--- config.mk ---
export PLATFORM = sky130hd
export DESIGN_NAME = multiplier_datapath
export DESIGN_NICKNAME = d
export VERILOG_FILES = /design/src/rtl/multiplier_datapath.sv
export SDC_FILE = /design/constraint.sdc
export NUM_CORES = 1
export LEC_CHECK = 0
export ABC_AREA = 0
export CORE_MARGIN = 2
export CORE_UTILIZATION = 45
export DETAILED_ROUTE_END_ITERATION = 8
export PLACE_DENSITY = 0.74
export SYNTH_ARGS = -nofsm -noshare
export SYNTH_HDL_FRONTEND = slang
export SYNTH_SLANG_ARGS = --single-unit
--- constraint.sdc ---
create_clock -name clock -period 2 [get_ports clock]
set_input_delay 0.4 -clock clock [delete_from_list [all_inputs] [get_ports clock]]
set_output_delay 0.4 -clock clock [all_outputs]
set_load 0.01 [all_outputs]
--- src/rtl/multiplier_datapath.sv ---
// multiplier_datapath: shift-and-add unsigned multiplier datapath.
// Holds multiplicand M, accumulator {C,A} and multiplier Q. An external
// sequencer drives load/add/shift, and a rising edge on done captures {A,Q}
// into a result register with a valid/ack handshake.
// Optional feature: define MULTIPLIER_DATAPATH_ERR_EN to build the sticky
// control-protocol error flag; otherwise err is tied low.

module multiplier_datapath #(
    parameter int n    = 4,
    parameter int logn = 2
) (
    input  logic           clock,
    input  logic           reset,
    input  logic           load,
    input  logic           add,
    input  logic           shift,
    input  logic           done,
    input  logic [n-1:0]   multiplicand,
    input  logic [n-1:0]   multiplier,
    input  logic           result_ack,
    output logic           Q0,
    output logic [2*n-1:0] product,
    output logic [2*n-1:0] result,
    output logic           result_valid,
    output logic           err
);

    // Shift count at which the multiply is complete; the counter stops here.
    localparam logic [logn:0] cnt_max = (logn+1)'(n);

    logic [n-1:0]  m;
    logic [n-1:0]  a;
    logic          c;
    logic [n-1:0]  q;
    logic [logn:0] cnt;
    logic          done_d;
    logic          capture;

    assign Q0      = q[0];
    assign product = {a, q};
    assign capture = done & ~done_d;

    // Arithmetic core: load beats shift, and shift beats add, so each cycle
    // performs at most one operation on the operand registers.
    always_ff @(posedge clock) begin
        if (reset) begin
            m   <= '0;
            a   <= '0;
            c   <= 1'b0;
            q   <= '0;
            cnt <= '0;
        end else if (load) begin
            m   <= multiplicand;
            q   <= multiplier;
            a   <= '0;
            c   <= 1'b0;
            cnt <= '0;
        end else if (shift) begin
            a   <= {c, a[n-1:1]};
            q   <= {a[0], q[n-1:1]};
            c   <= 1'b0;
            if (cnt != cnt_max) begin
                cnt <= cnt + 1'b1;
            end
        end else if (add) begin
            {c, a} <= {1'b0, a} + {1'b0, m};
        end
    end

    // Result capture on the rising edge of done; a capture in the same cycle
    // as an ack wins so a fresh product is never dropped.
    always_ff @(posedge clock) begin
        if (reset) begin
            done_d       <= 1'b0;
            result       <= '0;
            result_valid <= 1'b0;
        end else begin
            done_d <= done;
            if (capture) begin
                result       <= {a, q};
                result_valid <= 1'b1;
            end else if (result_ack && result_valid) begin
                result_valid <= 1'b0;
            end
        end
    end

`ifdef MULTIPLIER_DATAPATH_ERR_EN
    logic protocol_violation;

    // Flags illegal control combinations: overlapping strobes, or stepping
    // past the final shift of an operation.
    always_comb begin
        protocol_violation = 1'b0;
        if (add && shift) begin
            protocol_violation = 1'b1;
        end
        if (load && (add || shift)) begin
            protocol_violation = 1'b1;
        end
        if ((shift || add) && (cnt == cnt_max)) begin
            protocol_violation = 1'b1;
        end
    end

    // Sticky error flag, cleared only by reset.
    always_ff @(posedge clock) begin
        if (reset) begin
            err <= 1'b0;
        end else if (protocol_violation) begin
            err <= 1'b1;
        end
    end
`else
    assign err = 1'b0;
`endif

endmodule

==> impl_metrics.json <==
{
  "p_sw_share_pct": 25.7,
  "grt_pass1_wl_um": 3530,
  "cpMaxStageDelayCell": "dfxtp_1",
  "routed_via_density": 5.02,
  "cts-buffers-inserted": 3,
  "syn_to_final_growth_pct": 31.2,
  "finalHoldViolCount": 0,
  "grt_max_degree": 19,
  "final.setup_skew_ns": 0.0118,
  "switching_power_w": 0.000220,
  "clk_path_buf_depth": 2,
  "antenna_cells": 0,
  "portBuffers": 32,
  "cp_max_fo": 5,
  "ys_seq_area_share_pct": 41.2,
  "ys_types": 30,
  "layout-drive-gt1-share_pct": 8.67,
  "syn_inst": 118,
  "postLayoutCellArea_um2": 1470,
  "postRouteAntennaNets": 0,
  "place_area_um2": 1440,
  "nets": 171,
  "ys_ff_latch": 23,
  "dpl.hpwl_um": 1630,
  "p_clk_share_pct": 25.4,
  "final_common_cell": "clkdlybuf4s50_1",
  "via_count": 903,
  "gp_congestion": 0.788,
  "setup-tns-final_ns": 0,
  "dp.cells": 176,
  "cp.arrival_ns": 1.96,
  "final_cells": 180,
  "drc": 0,
  "cts_sinks": 23,
  "drv_cap": 0,
  "hp-class": "reg2reg",
  "ys_warn_count": 0,
  "drt_iter0_drc": 3,
  "reg2reg_slack_ns": 0.24,
  "antenna_found_initial": 0,
  "synth.avg_cell_area_um2": 9.47,
  "num-fill-cells": 211,
  "cp_top_family": "flip-flops",
  "wl_per_cell_um": 12.1,
  "clk_pin_slew_ns": 0.13,
  "fin_crit_ns": 1.76,
  "die_y_um": 53.8,
  "htree_num_levels": 1,
  "critPathKind": "reg2reg",
  "cp_cell_sequence": "inv_1, fa_1, xnor2_1, a211oi_1, a2111oi_0",
  "pwr_density_cell_nw_per_um2": 585,
  "post_cts_buffers": 0,
  "mostFrequentLayoutCells": "32 x clkdlybuf4s50_1, 23 x dfxtp_1, 17 x nand2_1",
  "routed_wl_um": 2180,
  "combPwrFrac_pct": 17.4,
  "rows": 18,
  "io_pins": 34,
  "design.die.area_um2": 2900,
  "crit_buf_inv": 1,
  "endpoint_kind": "flop",
  "drt-pass1-iter-count": 4,
  "rsz0062_at_grt": "false",
  "cp_slowest_stage_delay_ns": 0.46,
  "core_um2": 2410,
  "post_cts_resized": 0,
  "clock.fmax_mhz": 567,
  "synth.cell_area_um2": 1120,
  "gr-total-overflow": 0,
  "start_util_pct": 46.4,
  "finalSetupViolCount": 0,
  "root_buffer": "clkbuf_4",
  "cts_hold_buf": 0,
  "ir_worst_vdd_uv": 372,
  "p_seq_share_pct": 57.2,
  "power.internal_w": 0.000637,
  "final-max-slew-violation-count": 0,
  "cp-start-kind": "flop",
  "die_x_um": 53.8,
  "hold_ws_ns": 0.466,
  "synth_nets": 138,
  "cts_tree": "done",
  "critPathRequiredTime_ns": 2.19,
  "gr-usage-all-layers_pct": 16.8,
  "grt_pass1_vias": 826,
  "p_leak_nw": 0.569,
  "insertion_delay_ns": 0.32,
  "fin_crit_sh_pct": 88.2,
  "status": "complete, no violations"
}
==> final cells by class <==
type	instances	area (µm²)	share of cell area, %
multi-input cells	79	541	36.9
repair buffers	38	378	25.8
flip-flops and latches	23	460	31.4
clock inverters	1	5.00	0.341
well taps	30	37.5	2.56
inverters	6	22.5	1.54
clock buffers	3	22.5	1.54
==> metal layers <==
layer / share of wire, % / GRT usage [%] / up-vias
li1: - / - / 457
met1: 45 / 20.3 / 420
met2: 48 / 28.5 / 21
met3: 4.3 / 2.50 / 5
met4: 1.8 / 8.97 / 0
met5: 0 / 0 / -
==> worst paths after layout <==
path	start	end	cells after the start
worst max-delay path	a[1]	a[2]	5
worst min-delay path	result[6]	result[6]	2
worst max register to register	a[1]	a[2]	5
worst min register to register	result[6]	result[6]	2
==> power groups by stage <==
stage | clock network (W) | logic [W] | registers (W)
final | 0.000218 | 0.000149 | 0.000491
after global routing | 0.000242 | 0.000164 | 0.000494
after CTS | 0.000231 | 0.000151 | 0.000491
after detailed placement | 0 | 0.000150 | 0.000501
after global placement | 0 | 0.000147 | 0.000500
after floorplan | 0 | 0.0000817 | 0.000504
==> flip-flops by register name (all words and copies together) (netlist names) <==
register and count:
c 1, done_d 1, result_valid 1, a 4, m 4, q 4, result 8
==> metrics by stage <==
stage | total power, W | setup WS, ns | util [%]
6_report | 0.000857 | 0.237 | 60.9
3_3_place_gp | 0.000647 | 0.232 | 59.7
4_1_cts | 0.000873 | 0.219 | 60.9
3_5_place_dp | 0.000651 | 0.223 | 59.7
2_1_floorplan | 0.000586 | 0.377 | -
5_1_grt | 0.000899 | 0.0787 | 60.9
==> cells in the mapped netlist <==
library cell  number  share of area [%]
clkbuf_1           3                1.0
inv_1              6                2.0
nor2_1            10                3.4
nand3_1            2               0.90
or3_1              1               0.56
nand2b_1           2                1.1
o21ai_1            1               0.45
a311oi_2           2                2.7
a2111o_1           1                1.0
buf_12             1                1.8
a21oi_1           10                4.5
and2b_1            1               0.67
nor2b_1            4                2.2
and3b_1            1               0.78
mux2i_1            8                7.2
a211o_1            1               0.78
a2111oi_0          2                1.6
ha_1               4                4.5
clkbuf_8           1                1.2
dfxtp_1           23                 41
buf_4              2                1.3
mux2_1             4                4.0
nor3b_1            1               0.67
conb_1             1               0.34
a211oi_1           3                2.0
a21oi_2            1               0.78
buf_6              3                3.0
xnor2_1            1               0.78
nand2_1           17                5.7
fa_1               1                1.8
==> cells by family after synthesis <==
| kind of cell | after synthesis | synth area share, % |
|---|---|---|
| compound gates | 21 | 13.8 |
| fa+ha+maj | 5 | 6.27 |
| xor+xnor | 1 | 0.784 |
| buf+inv | 16 | 10.4 |
| simple gates | 39 | 16.0 |
| other cells | 1 | 0.336 |
| flops | 23 | 41.2 |
| mux | 12 | 11.2 |
==> tightest hold or removal path, delay by kind of cell, from the launching register on <==
kind,cells,cell delay (ns)
and+or+nand+nor,1,0.05
DFF,1,0.33
AOI/OAI and AO/OA,1,0.05
(Power assumes the default switching activity.)
